File: src/rtl/store_buffer_if.sv
`default_nettype none
// ============================================================================
//  Module      : store_buffer_if
//  Description : Bundles the signals around the store buffer. These are the
//                store-issue port, the commit/flush controls from the
//                reorder buffer, the memory drain handshake and the load
//                forwarding probe.
//                The slave modport is the store buffer's view. The master
//                modport is the surrounding pipeline/memory view.
//  Ports       : st_we/st_addr/st_data   executed stores, program order
//                sb_full/sb_empty        occupancy flags
//                stcommit/prmiss         commit oldest speculative / flush
//                mem_we/mem_addr/mem_data/mem_ack  drain handshake
//                ld_addr/ld_hit/ld_data  load forwarding probe
//  Revision    : 1.0  initial release
// ============================================================================
interface store_buffer_if #(
    parameter int ADDR_LEN = 32,
    parameter int DATA_LEN = 32
);
    logic                st_we;
    logic [ADDR_LEN-1:0] st_addr;
    logic [DATA_LEN-1:0] st_data;
    logic                sb_full;
    logic                sb_empty;
    logic                stcommit;
    logic                prmiss;
    logic                mem_we;
    logic [ADDR_LEN-1:0] mem_addr;
    logic [DATA_LEN-1:0] mem_data;
    logic                mem_ack;
    logic [ADDR_LEN-1:0] ld_addr;
    logic                ld_hit;
    logic [DATA_LEN-1:0] ld_data;

    modport master (
        output st_we, st_addr, st_data, stcommit, prmiss, mem_ack, ld_addr,
        input  sb_full, sb_empty, mem_we, mem_addr, mem_data, ld_hit, ld_data
    );

    modport slave (
        input  st_we, st_addr, st_data, stcommit, prmiss, mem_ack, ld_addr,
        output sb_full, sb_empty, mem_we, mem_addr, mem_data, ld_hit, ld_data
    );
endinterface
`default_nettype wire

File: src/rtl/store_buffer.sv
`default_nettype none
// ============================================================================
//  Module      : store_buffer
//  Description : In-order store buffer between the load/store unit and data
//                memory. Executed stores enter as speculative entries. Each
//                stcommit marks the oldest speculative entry committed.
//                Committed entries drain to memory one at a time over a
//                valid/ack handshake. prmiss discards all speculative
//                entries, and committed entries always drain.
//  Ports       : clk    clock, rising edge
//                reset  asynchronous, active-low reset
//                sb     store_buffer_if.slave (store, commit, drain, load)
//  Options     : STORE_BUFFER_FWD_EN defined   -> store-to-load forwarding
//                                               from the youngest match
//                STORE_BUFFER_FWD_EN undefined -> ld_hit/ld_data tied to 0
//  Revision    : 1.0  initial release
// ============================================================================
module store_buffer #(
    parameter int SB_DEPTH = 4,
    parameter int SB_SEL   = 2,
    parameter int ADDR_LEN = 32,
    parameter int DATA_LEN = 32
) (
    input  logic          clk,
    input  logic          reset,
    store_buffer_if.slave sb
);

    localparam int                 c_cnt_w    = SB_SEL + 1;
    localparam logic [c_cnt_w-1:0] c_full_cnt = c_cnt_w'(SB_DEPTH);

    typedef enum logic [0:0] {
        ST_IDLE = 1'b0,
        ST_REQ  = 1'b1
    } state_t;

    // ------------------------------------------------------------------
    // State
    // ------------------------------------------------------------------
    logic [ADDR_LEN-1:0] r_addr [SB_DEPTH];
    logic [DATA_LEN-1:0] r_data [SB_DEPTH];
    logic [SB_SEL-1:0]   r_head;
    logic [SB_SEL-1:0]   r_tail;
    logic [c_cnt_w-1:0]  r_cnt;
    logic [c_cnt_w-1:0]  r_ccnt;
    state_t              r_state;

    state_t              w_state_next;
    logic                w_mem_we;
    logic                w_full;
    logic                w_push;
    logic                w_commit;
    logic                w_pop;
    logic [SB_SEL-1:0]   w_head_next;
    logic [SB_SEL-1:0]   w_tail_next;
    logic [c_cnt_w-1:0]  w_cnt_next;
    logic [c_cnt_w-1:0]  w_ccnt_next;

    // ------------------------------------------------------------------
    // Flags and event qualification
    // ------------------------------------------------------------------
    assign w_full      = (r_cnt == c_full_cnt);
    assign sb.sb_full  = w_full;
    assign sb.sb_empty = (r_cnt == '0);

    // Fullness is judged on the registered count, so a slot freed by a
    // same-cycle pop only becomes usable in the following cycle.
    assign w_push   = sb.st_we & ~w_full & ~sb.prmiss;
    // A commit with nothing speculative has no entry to mark and is dropped.
    assign w_commit = sb.stcommit & (r_ccnt != r_cnt);
    assign w_pop    = (r_state == ST_REQ) & sb.mem_ack;

    // ------------------------------------------------------------------
    // Pointer / counter next-state
    // ------------------------------------------------------------------
    assign w_head_next = r_head + SB_SEL'(w_pop);
    assign w_ccnt_next = r_ccnt + c_cnt_w'(w_commit) - c_cnt_w'(w_pop);

    // On a flush only the committed run (after this cycle's commit and pop)
    // survives, so tail is pulled back to sit right behind it. A committed
    // count equal to SB_DEPTH wraps tail onto head, which is correct.
    assign w_cnt_next  = sb.prmiss ? w_ccnt_next
                                   : (r_cnt + c_cnt_w'(w_push) - c_cnt_w'(w_pop));
    assign w_tail_next = sb.prmiss ? (w_head_next + w_ccnt_next[SB_SEL-1:0])
                                   : (r_tail + SB_SEL'(w_push));

    always_ff @(posedge clk or negedge reset) begin
        if (!reset) begin
            r_head  <= '0;
            r_tail  <= '0;
            r_cnt   <= '0;
            r_ccnt  <= '0;
            r_state <= ST_IDLE;
        end else begin
            r_head  <= w_head_next;
            r_tail  <= w_tail_next;
            r_cnt   <= w_cnt_next;
            r_ccnt  <= w_ccnt_next;
            r_state <= w_state_next;
        end
    end

    // Entry payload carries no reset; only pointers define validity.
    always_ff @(posedge clk) begin
        if (w_push) begin
            r_addr[r_tail] <= sb.st_addr;
            r_data[r_tail] <= sb.st_data;
        end
    end

    // ------------------------------------------------------------------
    // Drain FSM
    // ------------------------------------------------------------------
    always_comb begin
        w_state_next = r_state;
        w_mem_we     = 1'b0;
        case (r_state)
            ST_IDLE: begin
                if (r_ccnt != '0) begin
                    w_state_next = ST_REQ;
                end
            end
            ST_REQ: begin
                w_mem_we = 1'b1;
                if (sb.mem_ack) begin
                    // Keep streaming while another committed entry remains
                    // behind the one being popped.
                    if (r_ccnt > c_cnt_w'(1)) begin
                        w_state_next = ST_REQ;
                    end else begin
                        w_state_next = ST_IDLE;
                    end
                end
            end
            default: begin
                w_state_next = ST_IDLE;
            end
        endcase
    end

    // The head entry cannot be overwritten while requested. A push only
    // writes tail, and tail differs from head whenever 0 < cnt < SB_DEPTH.
    assign sb.mem_we   = w_mem_we;
    assign sb.mem_addr = r_addr[r_head];
    assign sb.mem_data = r_data[r_head];

    // ------------------------------------------------------------------
    // Store-to-load forwarding
    // ------------------------------------------------------------------
`ifdef STORE_BUFFER_FWD_EN
    // Index k walks entries by age: k=0 is head (oldest), higher k is
    // younger. Valid entries are those with age below cnt.
    logic [SB_DEPTH-1:0] w_age_match;
    logic [SB_SEL-1:0]   w_age_slot [SB_DEPTH];
    logic                w_ld_hit;
    logic [DATA_LEN-1:0] w_ld_data;
    wire                 w_unused_ld_lsb = ^sb.ld_addr[1:0];

    for (genvar k = 0; k < SB_DEPTH; k++) begin : g_age
        assign w_age_slot[k]  = r_head + SB_SEL'(k);
        assign w_age_match[k] = (c_cnt_w'(k) < r_cnt) &&
                                (r_addr[w_age_slot[k]][ADDR_LEN-1:2] ==
                                 sb.ld_addr[ADDR_LEN-1:2]);
    end

    // Later (younger) matches override earlier ones.
    always_comb begin
        w_ld_hit  = 1'b0;
        w_ld_data = '0;
        for (int i = 0; i < SB_DEPTH; i++) begin
            if (w_age_match[i]) begin
                w_ld_hit  = 1'b1;
                w_ld_data = r_data[w_age_slot[i]];
            end
        end
    end

    assign sb.ld_hit  = w_ld_hit;
    assign sb.ld_data = w_ld_data;
`else
    // No forwarding: loads must wait for sb_empty before executing.
    wire w_unused_ld_addr = ^sb.ld_addr;

    assign sb.ld_hit  = 1'b0;
    assign sb.ld_data = '0;
`endif

    // ------------------------------------------------------------------
    // Protocol check: the reorder buffer must not commit a store that has
    // not been executed into the buffer.
    // ------------------------------------------------------------------
`ifndef SYNTHESIS
    a_commit_has_spec: assert property (
        @(posedge clk) disable iff (!reset)
        sb.stcommit |-> (r_ccnt != r_cnt)
    ) else $error("store_buffer: stcommit with no speculative entry");
`endif

endmodule
`default_nettype wire

File: src/flat_wrapper.sv
// flat-port wrapper written by rule: the top's interface ports become plain ports
module store_buffer_flat 
#(
    parameter int SB_DEPTH = 4,
    parameter int SB_SEL   = 2,
    parameter int ADDR_LEN = 32,
    parameter int DATA_LEN = 32
)
  (clk, reset, sb_st_we, sb_st_addr, sb_st_data, sb_stcommit, sb_prmiss, sb_mem_ack, sb_ld_addr, sb_sb_full, sb_sb_empty, sb_mem_we, sb_mem_addr, sb_mem_data, sb_ld_hit, sb_ld_data);
  store_buffer_if #(.ADDR_LEN(ADDR_LEN), .DATA_LEN(DATA_LEN)) sb_i ();
  input  logic clk;
  input  logic reset;
  input wire logic [$bits(sb_i.st_we)-1:0] sb_st_we;
  input wire logic [$bits(sb_i.st_addr)-1:0] sb_st_addr;
  input wire logic [$bits(sb_i.st_data)-1:0] sb_st_data;
  input wire logic [$bits(sb_i.stcommit)-1:0] sb_stcommit;
  input wire logic [$bits(sb_i.prmiss)-1:0] sb_prmiss;
  input wire logic [$bits(sb_i.mem_ack)-1:0] sb_mem_ack;
  input wire logic [$bits(sb_i.ld_addr)-1:0] sb_ld_addr;
  output wire logic [$bits(sb_i.sb_full)-1:0] sb_sb_full;
  output wire logic [$bits(sb_i.sb_empty)-1:0] sb_sb_empty;
  output wire logic [$bits(sb_i.mem_we)-1:0] sb_mem_we;
  output wire logic [$bits(sb_i.mem_addr)-1:0] sb_mem_addr;
  output wire logic [$bits(sb_i.mem_data)-1:0] sb_mem_data;
  output wire logic [$bits(sb_i.ld_hit)-1:0] sb_ld_hit;
  output wire logic [$bits(sb_i.ld_data)-1:0] sb_ld_data;
  assign sb_i.st_we = sb_st_we;
  assign sb_i.st_addr = sb_st_addr;
  assign sb_i.st_data = sb_st_data;
  assign sb_i.stcommit = sb_stcommit;
  assign sb_i.prmiss = sb_prmiss;
  assign sb_i.mem_ack = sb_mem_ack;
  assign sb_i.ld_addr = sb_ld_addr;
  assign sb_sb_full = sb_i.sb_full;
  assign sb_sb_empty = sb_i.sb_empty;
  assign sb_mem_we = sb_i.mem_we;
  assign sb_mem_addr = sb_i.mem_addr;
  assign sb_mem_data = sb_i.mem_data;
  assign sb_ld_hit = sb_i.ld_hit;
  assign sb_ld_data = sb_i.ld_data;
  store_buffer #(.SB_DEPTH(SB_DEPTH), .SB_SEL(SB_SEL), .ADDR_LEN(ADDR_LEN), .DATA_LEN(DATA_LEN)) u_core (.clk(clk), .reset(reset), .sb(sb_i));
endmodule
File: config.mk
export PLATFORM = sky130hd
export DESIGN_NAME = store_buffer_flat
export DESIGN_NICKNAME = d
export VERILOG_FILES = /design/src/rtl/store_buffer_if.sv /design/src/rtl/store_buffer.sv /design/src/flat_wrapper.sv
export SDC_FILE = /design/constraint.sdc
export NUM_CORES = 1
export LEC_CHECK = 0
export CORE_UTILIZATION = 53
export CTS_BUF_LIST = sky130_fd_sc_hd__clkbuf_4
export CTS_CLUSTER_SIZE = 30
export DETAILED_ROUTE_END_ITERATION = 10
export GPL_ROUTABILITY_DRIVEN = 0
export GPL_TIMING_DRIVEN = 0
export PLACE_DENSITY = 0.83
export SLEW_MARGIN = 25
export SYNTH_ARGS = -nofsm -noshare
export SYNTH_HDL_FRONTEND = slang
export SYNTH_SLANG_ARGS = --single-unit
File: constraint.sdc
create_clock -name clk -period 7.4 [get_ports clk]
set_clock_uncertainty 0.2 [all_clocks]
set_input_delay 1.48 -clock clk [delete_from_list [all_inputs] [get_ports clk]]
set_output_delay 1.48 -clock clk [all_outputs]
set_load 0.01 [all_outputs]
# ---- Word level (Yosys, flattened, before mapping)
# Memory sizes are Yosys's and may differ from the RTL's.
# Index checks and enable logic that the tools add are counted.
dict set report op_classes {
  magnitude_cmp 1
  n_addsub 7
  reduce_logical 2
  bitwise 7
  muxes 9
  n_eq_ne 2
}
# operator count
set op_table {}
lappend op_table {{$add A3 B1 Y3} 2}
lappend op_table {{$mux W1} 6}
lappend op_table {{$sub A3 B1 Y3} 2}
lappend op_table {{$add A2 B1 Y2} 2}
lappend op_table {{$and A1 B1 Y1} 4}
lappend op_table {{$eq A3 B3 Y1 const B} 1}
lappend op_table {{$gt A3 B1 Y1 const B} 1}
lappend op_table {{$logic_not A3 Y1} 1}
lappend op_table {{$mux W3} 1}
lappend op_table {{$ne A3 B3 Y1} 1}
lappend op_table {{$not A1 Y1} 3}
lappend op_table {{$reduce_bool A3 Y1} 1}
lappend op_table {{$add A2 B2 Y2} 1}
lappend op_table {{$mux W2} 1}
lappend op_table {{$pmux W1 S2} 1}
dict set report word_totals {
  ram_bits 256
  output_inout_bits 100
  mem_count 2
  wordCells 35
  register_bits 11
  inputBits 102
}
# memory words word_bits rd rd_ports_with_merged_regs wr line_no
set mem_list {}
lappend mem_list {u_core.r_addr 4 32 1 0 1 store_buffer.sv:40} ;# logic [ADDR_LEN-1:0] r_addr [SB_DEPTH];
lappend mem_list {u_core.r_data 4 32 1 0 1 store_buffer.sv:41} ;# logic [DATA_LEN-1:0] r_data [SB_DEPTH];

# ---- Longest topological paths before layout
# Gate-level depths: netlist of the first run.
dict set report logic_depth {
  word_depth 7
  depth_mapped 8
  depth_no_buf 8
}

# ---- Least setup slack after synthesis of the first run
# Ideal clock, no wire load.
dict set report synth_timing {
  kind {in2reg}
  from {in sb_prmiss}
  to {mem u_core.r_addr[1][0], enable pin}
  t_required_ns 6.622
  n_path_buf 0
  cell_stages 2
  arrival_time_ns 6.594
  setup_time_ns 0.578
  path_slack_ns 0.028
  cell_sequence {or3b_4 -> nor3b_1}
}
dict set report synth_via {
  elab_chain_len 4
}
# element line_no
set synth_rtl {}
lappend synth_rtl {{from (decl)} flat_wrapper.sv:17} ;# input wire logic [$bits(sb_i.prmiss)-1:0] sb_prmiss;
lappend synth_rtl {{$not A1 Y1} store_buffer.sv:68} ;# assign w_push = sb.st_we & ~w_full & ~sb.prmiss;
lappend synth_rtl {{$and A1 B1 Y1} store_buffer.sv:68}
lappend synth_rtl {{$mux W1} store_buffer.sv:105} ;# if (w_push) begin
lappend synth_rtl {{$mux W1 (not written as such)} store_buffer.sv:106} ;# r_addr[r_tail] <= sb.st_addr;
lappend synth_rtl {{to (decl)} store_buffer.sv:40}
# No other way between the ends.

# ---- Worst setup path after layout of the first run
dict set report layout_timing {
  from {reg u_core.r_head[1]}
  to {out sb_mem_addr[15]}
}
dict set report layout_via {
  elab_chain_len 1
}
# element line_no
set layout_rtl {}
lappend layout_rtl {{from (decl)} store_buffer.sv:42} ;# logic [SB_SEL-1:0] r_head;
lappend layout_rtl {{from (signal assigned)} store_buffer.sv:95} ;# r_head <= w_head_next;
lappend layout_rtl {{$mem_v2 Z4 W32} -}
lappend layout_rtl {{to (decl)} flat_wrapper.sv:23} ;# output wire logic [$bits(sb_i.mem_addr)-1:0] sb_mem_addr;
# No other way between the ends.

==> results of run 1 <==
[per-layer routing]
layer	vias up	share of wire, %	wire length, microns	global-route usage (%)
met1	2564	39	7260	24.1
met3	23	6.9	1280	5.60
met4	0	1.6	302	8.58
li1	2276	-	-	-
met2	189	52	9650	33.1
met5	-	0	0	0
[cell type report]
| type | count | area [sq um] |
|---|---|---|
| timing repair buffer | 159 | 1580 |
| antenna | 1 | 2.50 |
| inverter | 11 | 41.3 |
| buffer | 47 | 358 |
| clock inverter | 12 | 124 |
| sequential | 267 | 7960 |
| fill | 1176 | 5720 |
| clock buffer | 95 | 713 |
| multi-input combinational | 136 | 1970 |
| tap | 234 | 293 |
[state kept, by name, indices dropped and copies added, names as in the netlist]
name / count
u_core.r_addr: 128
u_core.r_data: 128
u_core.r_ccnt: 3
u_core.r_cnt: 3
u_core.r_head: 2
u_core.r_tail: 2
u_core.r_state: 1
[power by group]
part | internal, uW | switching, uW
registers | 1850 | 65.1
logic | 919 | 703
clock network | 689 | 536
total | 3460 | 1300
[synth_stat cells]
| library cell | number | area share, % |
|---|---|---|
| buf_6 | 6 | 0.66 |
| nor3b_2 | 2 | 0.25 |
| buf_4 | 34 | 2.5 |
| mux4_2 | 64 | 14 |
| and3_1 | 2 | 0.12 |
| o21ai_0 | 1 | 0.049 |
| o31a_1 | 1 | 0.086 |
| fa_1 | 2 | 0.39 |
| a31oi_1 | 1 | 0.061 |
| inv_1 | 10 | 0.37 |
| edfxtp_1 | 256 | 75 |
| xnor2_1 | 5 | 0.43 |
| conb_1 | 1 | 0.037 |
| or3b_4 | 1 | 0.11 |
| buf_2 | 7 | 0.34 |
| mux2_2 | 4 | 0.44 |
| and2_1 | 1 | 0.061 |
| inv_2 | 1 | 0.037 |
| nor2_1 | 1 | 0.037 |
| dfrtp_1 | 11 | 2.7 |
| nor3b_1 | 1 | 0.074 |
| nor3_1 | 2 | 0.098 |
| xor2_1 | 5 | 0.43 |
| a21oi_1 | 1 | 0.049 |
| nand3_1 | 1 | 0.049 |
| ha_1 | 8 | 0.98 |
[final timing paths]
| kind | depth (start not counted) | endpoint |
|---|---|---|
| hold reg to reg | 1 | u_core.r_head[1] |
| hold / removal | 1 | u_core.r_head[1] |
| setup reg to reg | 7 | u_core.r_addr[1][5] |
| min in group asynchronous | 1 | u_core.r_ccnt[0] |
| setup / recovery | 4 | sb_mem_addr[15] |
| max in group asynchronous | 1 | u_core.r_tail[1] |
[kinds of logic after synthesis]
| kind of cell | after synthesis | synth area share (%) |
|---|---|---|
| AOI/OAI and AO/OA | 4 | 0.246 |
| and+or+nand+nor | 11 | 0.798 |
| xor gates and xnor gates | 10 | 0.860 |
| other | 1 | 0.0368 |
| muxes | 68 | 14.6 |
| DFF | 267 | 78.2 |
| adders and majority gates | 10 | 1.38 |
| buffers and inverters | 58 | 3.92 |
[worst max-delay path: stages, from the launching register on]
cell,delay (ns)
dfrtp_1,0.35
buf_2,0.31
buf_2,0.34
mux4_2,0.39
clkdlybuf4s50_1,0.51
[per-stage QoR]
step	instances	setup TNS [ns]	cell area (sq um)	setup WS (ns)	util (%)
global placement	831	-465.88	12000	-3.92	63.7
CTS	961	0	13000	3.13	69.5
floorplan	461	0	10300	0.0280	-
global route	962	0	13000	3.07	69.5
detailed placement	854	0	12200	2.87	65.0
finish	962	0	13000	3.21	69.5
==> qor.yml, run 1 <==
clock_latency_ns: 0.62
dp_hpwl_microns: 12300
rsz0062_at_grt: "no"
syn_to_final_growth_pct: 28.1
fmax_mhz: 239
crit_path_start: "u_core.r_head[1]"
cts_resized: 0
hold_class: "reg2reg"
nNetsFinal: 800
leakage_uw: 0.00460
totalWireLength_microns: 18500
track_usage_pct: 19.7
min_period_ns: 4.19
layout_common_cells: "edfxtp_1, clkdlybuf4s50_1, clkbuf_4, mux4_2, buf_4"
clkSinkCount: 267
path_clk_slew_ns: 0.06
ir_drop_mv: 0.231
post_cts_buffers: 0
root_buffer: "clkbuf_4"
cts_hold_buffers: 0
min_period_over_period_pct: 56.6
drtAntennaViolNets: 0
cp-start-kind: "flip-flop"
ys_warn_count: 0
grt_pass1_vias: 5514
cts_buffers: 66
rows: 50
worstSetupPathType: "reg2out"
fp.dieH_microns: 141
dr.first_iter.drc_count: 307
die_w_microns: 141
antenna_found_initial: 1
worstReg2RegStart: "u_core.r_cnt[2]"
synth_area_sq_mm: 0.0102
ys_seq_area_share_pct: 78.2
hold_start: "u_core.r_head[1]"
cts_tree: "built"
drive_above_1_share_pct: 33.7
synth_area_per_cell_sq_um: 23.7
initial_core_util_pct: 54.3
vias_per_cell: 5.25
outcome: "finished clean"
io_buffers: 136
h-tree-depth: 3
grt_pass1_wl_microns: 28900
required_ns: 5.72
route.detailed.drc: 0
total_power_uw: 4760
power_density_mw_per_mm2: 365
clk_path_buf_depth: 3
core-area_sq_mm: 0.0188
rrSetupSlack_ns: 4.40
arrival_ns: 2.51
synth_seq_cells: 267
num_vias: 5052
wl_per_cell_microns: 19.2
end_kind: "output pin"
layout_commonest_cell: "edfxtp_1"
whs_ns: 0.297
overflow: 0
drt_pre_antenna_iters: 4
drv_cap: 0
grt_max_degree: 36
finalSetupViolations: 0
hold_violations: 0
cp_max_fo: 10
dieArea_sq_mm: 0.0198
max-slew-margin-rel_pct: 52.1
synthDistinctLibCells: 26
num_io_pins: 202
slew_violations: 0
synthCells: 429
worstMarginPinSlew_ns: 0.715
Power figures use the tool's default switching activity.
==> inputs of run 2 (changes only) <==
--- a/config.mk
+++ b/config.mk
@@ -5,13 +5,13 @@
 export SDC_FILE = /design/constraint.sdc
 export NUM_CORES = 1
 export LEC_CHECK = 0
-export CORE_UTILIZATION = 53
+export CORE_UTILIZATION = 48
 export CTS_BUF_LIST = sky130_fd_sc_hd__clkbuf_4
 export CTS_CLUSTER_SIZE = 30
 export DETAILED_ROUTE_END_ITERATION = 10
 export GPL_ROUTABILITY_DRIVEN = 0
 export GPL_TIMING_DRIVEN = 0
-export PLACE_DENSITY = 0.83
+export PLACE_DENSITY = 0.79
 export SLEW_MARGIN = 25
 export SYNTH_ARGS = -nofsm -noshare
 export SYNTH_HDL_FRONTEND = slang
==> constraint.sdc (replaced) <==
create_clock -name clk -period 3.7 [get_ports clk]
set_clock_uncertainty 0.2 [all_clocks]
set_input_delay 0.74 -clock clk [delete_from_list [all_inputs] [get_ports clk]]
set_output_delay 0.74 -clock clk [all_outputs]
set_load 0.01 [all_outputs]
==> run 2 against run 1 <==
  * Non-clock buffer count decreased by 2
  * First-iteration DRC count fell by 31%
  * Hold slack lost 0.040 ns
  * Register-to-register slack got worse by 3.3 ns
  * Critical path depth unchanged
  * Worst setup slack got worse by 3.0 ns
  * Via count down 0.73%
  * Count of clock-buffer cells in the layout fell by 6
  * Global-route usage is 1.7 points lower
  * Design area is 0.24% higher
  * Total power up 97%
==> qor.yml, run 2 (synthesized netlist as in run 1, its figures left out) <==
h-tree-depth: 3  # unchanged
antenna_found_initial: 0  # -1
worstMarginPinSlew_ns: 0.576  # -0.138 ns
core-area_sq_mm: 0.0205  # +9.2%
diodes: 0  # -1
rsz0062_at_grt: "no"
power_density_mw_per_mm2: 717  # +96%
syn_to_final_growth_pct: 28.4
ir_drop_mv: 0.424  # +84%
dieArea_sq_mm: 0.0218  # +10%
cp_slowest_cell: "mux4_2"
hold_class: "in2async"
wl_per_cell_microns: 18.8  # -2.2%
min_period_over_period_pct: 93.1
cp_max_fo: 10  # unchanged
drt_pre_antenna_iters: 4  # unchanged
crit_path_start: "u_core.r_head[0]"
cts_buffers: 66  # unchanged
drtAntennaViolNets: 0  # unchanged
num_io_pins: 202  # unchanged
num_vias: 5015  # -0.73%
critical-path-top-delay-family: "buffers and inverters"
drive_above_1_share_pct: 33.3  # -0.37 points
worstSetupPathType: "reg2out"
overflow: 0  # unchanged
fmax_mhz: 290
dr.first_iter.drc_count: 212  # -31%
leakage_uw: 0.00458  # -0.38%
cts_hold_buffers: 0  # unchanged
nNetsFinal: 798  # -0.25%
crit_chain: "buf_4, buf_6, mux4_2, clkdlybuf4s50_1"
die_w_microns: 148  # +5.0%
grt_max_degree: 41  # +14%
layout_common_cells: "edfxtp_1, clkdlybuf4s50_1, clkbuf_4, mux4_2, buf_4"
fp.dieH_microns: 148  # +5.0%
clk_path_buf_depth: 3  # unchanged
io_buffers: 136  # unchanged
path_clk_slew_ns: 0.06  # about the same
totalWireLength_microns: 18700  # +0.92%
total_power_uw: 9370  # +97%
arrival_ns: 2.51  # about the same
root_buffer: "clkbuf_4"
outcome: "finished clean"
grt_pass1_wl_microns: 29100  # +0.64%
route.detailed.drc: 0  # unchanged
cp-start-kind: "flip-flop"
end_kind: "output pin"
slew_violations: 0  # unchanged
slowest_delay_ns: 0.52  # about the same
finalSetupViolations: 0  # unchanged
required_ns: 2.76  # -2.96 ns
post_cts_buffers: 0  # unchanged
grt_pass1_vias: 5503  # -0.20%
fillerInstances: 1403  # +19%
rows: 52  # +4.0%
worstReg2RegStart: "u_core.r_cnt[2]"
clkSinkCount: 267  # unchanged
initial_core_util_pct: 49.7  # -4.6 points
reg.largest.list: "u_core.r_addr x128, u_core.r_data x128"
dp_hpwl_microns: 12600  # +1.8%
cts_tree: "built"
cp_num_buf_inv: 3  # unchanged
clock_latency_ns: 0.63  # about the same
min_period_ns: 3.45
layout_commonest_cell: "edfxtp_1"
drv_cap: 0  # unchanged
vias_per_cell: 5.05  # -3.8%
max-slew-margin-rel_pct: 61.4  # +9.3 points
finish.utilization_pct: 63.8  # -5.7 points
track_usage_pct: 18.0  # -1.7 points
cts_resized: 0  # unchanged
hold_violations: 0  # unchanged
run 2: per-layer routing:
| layer | share of wire [%] | GRT usage, % | vias to the layer above |
|---|---|---|---|
| met5 | 0 | 0 | - |
| met4 | 1.8 | 7.73 | 0 |
| met3 | 6.6 | 5.19 | 28 |
| met2 | 51 | 29.6 | 201 |
| met1 | 41 | 22.5 | 2523 |
| li1 | - | - | 2263 |
run 2: worst paths after layout:
kind                            cells after the start              endpoint  slack (ns)
max in group asynchronous                           1       u_core.r_cnt[1]        2.68
worst min-delay path                                1        u_core.r_state        0.26
worst min register to register                      1      u_core.r_head[1]        0.30
min in group clk                                    1      u_core.r_head[1]        0.30
worst max-delay path                                4        sb_mem_addr[0]        0.25
worst max register to register                      6  u_core.r_addr[2][30]        1.06
run 2: metrics by stage:
stage	instance area, sq um	setup TNS, ns	hold slack, ns	setup WS (ns)	instances
2_1_floorplan	10300	0	0.244	0.181	461
3_3_place_gp	12000	-385.29	0.282	-1.61	867
3_5_place_dp	12300	0	0.299	0.274	888
4_1_cts	13100	0	0.213	0.132	993
5_1_grt	13100	0	0.235	0.0700	993
6_report	13100	0	0.256	0.253	993
run 2: cell type report:
| class | count | area, sq um | share of cell area [%] |
|---|---|---|---|
| Multi-Input combinational cell | 136 | 1980 | 15.1 |
| Buffer | 47 | 358 | 2.74 |
| Timing Repair Buffer | 157 | 1640 | 12.5 |
| Clock inverter | 16 | 88.8 | 0.679 |
| Inverter | 11 | 41.3 | 0.316 |
| Clock buffer | 89 | 668 | 5.11 |
| Sequential cell | 267 | 7960 | 60.9 |
| Tap cell | 270 | 338 | 2.58 |
run 2: power breakdown:
part           leakage [uW]  internal (uW)  switching, uW  total [uW]
Clock              0.000468           1180           1060        2230
Combinational       0.00167           1860           1430        3300
Sequential          0.00245           3700            138        3840
run 2: worst reg2reg max path, stage by stage (launching register included):
cell and delay (ns):
dfrtp_1 0.43, nor3b_2 0.19, or3b_4 0.45, nor3b_4 0.53, buf_6 0.22, buf_8 0.17
buf_6 0.17
==> inputs of run 3 (changes only) <==
--- a/config.mk
+++ b/config.mk
@@ -5,13 +5,16 @@
 export SDC_FILE = /design/constraint.sdc
 export NUM_CORES = 1
 export LEC_CHECK = 0
-export CORE_UTILIZATION = 48
+export CELL_PAD_IN_SITES_DETAIL_PLACEMENT = 1
+export CELL_PAD_IN_SITES_GLOBAL_PLACEMENT = 2
+export CORE_ASPECT_RATIO = 0.9
+export CORE_UTILIZATION = 37
 export CTS_BUF_LIST = sky130_fd_sc_hd__clkbuf_4
 export CTS_CLUSTER_SIZE = 30
 export DETAILED_ROUTE_END_ITERATION = 10
 export GPL_ROUTABILITY_DRIVEN = 0
 export GPL_TIMING_DRIVEN = 0
-export PLACE_DENSITY = 0.79
+export PLACE_DENSITY = 0.8
 export SLEW_MARGIN = 25
 export SYNTH_ARGS = -nofsm -noshare
 export SYNTH_HDL_FRONTEND = slang
==> run 3 against run 2 <==
  * Final cell count grew 9.3%
  * First-iteration DRC count grew 23%
  * Register-to-register slack lost 0.30 ns
  * Critical path depth is the same
  * Clock power grew 17%
  * Global-route usage shrank 2.7 points
  * Fmax shrank 0.70%
  * Flip-flop and latch count is the same
  * Total power grew 4.0%
  * Critical path type unchanged
  * Largest cell class unchanged
==> qor.yml, run 3 (synthesized netlist as in run 1, its figures left out) <==
ir_drop_mv: 0.326  # -23%
cp_max_fo: 10  # unchanged
cts_resized: 0  # unchanged
dpl_cell_area_sq_mm: 0.0124  # +0.34%
slowest_delay_ns: 0.54  # +0.02 ns
fin_cells: 1085  # +9.3%
cp-start-kind: "flip-flop"
drv_cap: 0  # unchanged
num_vias: 5069  # +1.1%
cts_buffers: 71  # +7.6%
layout_common_cells: "edfxtp_1, clkdlybuf4s50_1, clkbuf_4, mux4_2, buf_4"
die_w_microns: 177  # +20%
reg.largest.list: "u_core.r_addr x128, u_core.r_data x128"
min_period_over_period_pct: 93.8  # +0.66 points
total_power_uw: 9750  # +4.0%
slew_violations: 0  # unchanged
whs_ns: 0.258  # +0.00127 ns
drive_above_1_share_pct: 33.7  # +0.32 points
wl_per_cell_microns: 19.1  # +1.5%
min_period_ns: 3.47  # +0.0244 ns
fmax_mhz: 288  # -0.70%
grt_max_degree: 34  # -17%
fp.dieH_microns: 159  # +7.9%
finalSetupViolations: 0  # unchanged
h-tree-depth: 3  # unchanged
clock_latency_ns: 0.63  # about the same
num_io_pins: 202  # unchanged
clk_path_buf_depth: 3  # unchanged
grt_pass1_vias: 5940  # +7.9%
arrival_ns: 2.53  # +0.02 ns
io_buffers: 136  # unchanged
nNetsFinal: 798  # unchanged
place_inst: 967  # +8.9%
worstMarginPinSlew_ns: 0.763  # +0.187 ns
diodes: 0  # unchanged
vias_per_cell: 4.67  # -7.5%
syn_to_final_growth_pct: 30.3
totalWireLength_microns: 20700  # +11%
max-slew-margin-rel_pct: 49.1  # -12 points
drtAntennaViolNets: 0  # unchanged
antenna_found_initial: 0  # unchanged
rsz0062_at_grt: "no"
hold_violations: 0  # unchanged
core-area_sq_mm: 0.0270  # +32%
crit_chain: "buf_4, buf_6, mux4_2, clkdlybuf4s50_1"
hold_class: "in2async"
cp_slowest_cell: "mux4_2"
rows: 57  # +9.6%
required_ns: 2.76  # about the same
grt_pass1_wl_microns: 32100  # +10%
outcome: "finished clean"
clkSinkCount: 267  # unchanged
fillerInstances: 2549  # +82%
worstSetupPathType: "reg2out"
track_usage_pct: 15.3  # -2.7 points
root_buffer: "clkbuf_4"
post-route-cell-area_sq_mm: 0.0133  # +1.5%
overflow: 0  # unchanged
dieArea_sq_mm: 0.0282  # +29%
cts_tree: "built"
layout_commonest_cell: "edfxtp_1"
dr.first_iter.drc_count: 260  # +23%
leakage_uw: 0.00461  # +0.63%
path_clk_slew_ns: 0.07  # about the same
cts_hold_buffers: 0  # unchanged
drt_pre_antenna_iters: 4  # unchanged
post_cts_buffers: 0  # unchanged
dp_hpwl_microns: 13600  # +8.0%
power_density_mw_per_mm2: 734  # +2.5%
end_kind: "output pin"
route.detailed.drc: 0  # unchanged
initial_core_util_pct: 37.7  # -12 points
run 3: metal layers:
layer / track usage [%] / routed length (microns) / vias to the layer above
met5: 0 / 0 / -
met3: 4.11 / 1080 / 48
met2: 27.2 / 11000 / 166
li1: - / - / 2257
met4: 6.15 / 495 / 0
met1: 17.4 / 8140 / 2598
run 3: final cells by class:
| type | count | area [sq um] | share of cell area, % |
|---|---|---|---|
| clock buffer | 101 | 758 | 5.71 |
| tap | 354 | 443 | 3.34 |
| timing repair buffer | 152 | 1580 | 11.9 |
| multi-input combinational | 136 | 1980 | 14.9 |
| clock inverter | 17 | 153 | 1.15 |
| buffer | 47 | 358 | 2.70 |
| inverter | 11 | 41.3 | 0.311 |
| sequential | 267 | 7960 | 60.0 |
run 3: path summary, 6_finish.rpt:
path / from / cells past startpoint / endpoint / slack (ns)
min: reset / 1 / u_core.r_cnt[0] / 0.26
max reg2reg: u_core.r_cnt[2] / 6 / u_core.r_addr[1][28] / 0.76
min in group clk: u_core.r_head[1] / 1 / u_core.r_head[1] / 0.31
min reg2reg: u_core.r_head[1] / 1 / u_core.r_head[1] / 0.31
max in group asynchronous: reset / 1 / u_core.r_tail[0] / 2.67
max: u_core.r_head[0] / 4 / sb_mem_data[19] / 0.23
run 3: power breakdown:
part	total, uW	internal [uW]	leakage (uW)	switching (uW)
registers	3850	3710	0.00245	143
clock network	2600	1460	0.000531	1140
logic	3300	1840	0.00163	1460
total	9750	7010	0.00461	2740
run 3: per-stage QoR:
step,setup slack (ns),TNS (ns),utilization (%)
finish,0.229,0,49.1
global route,0.0420,0,49.1
CTS,0.103,0,49.1
detailed placement,-0.0454,-0.533,45.7
global placement,-1.70,-410.54,44.9
floorplan,0.181,0,-
run 3: worst max-delay path, delay by kind of cell (launching register included):
kind     cells  cell delay [ns]
buf+inv      3             1.00
mux          1             0.54
flops        1             0.35
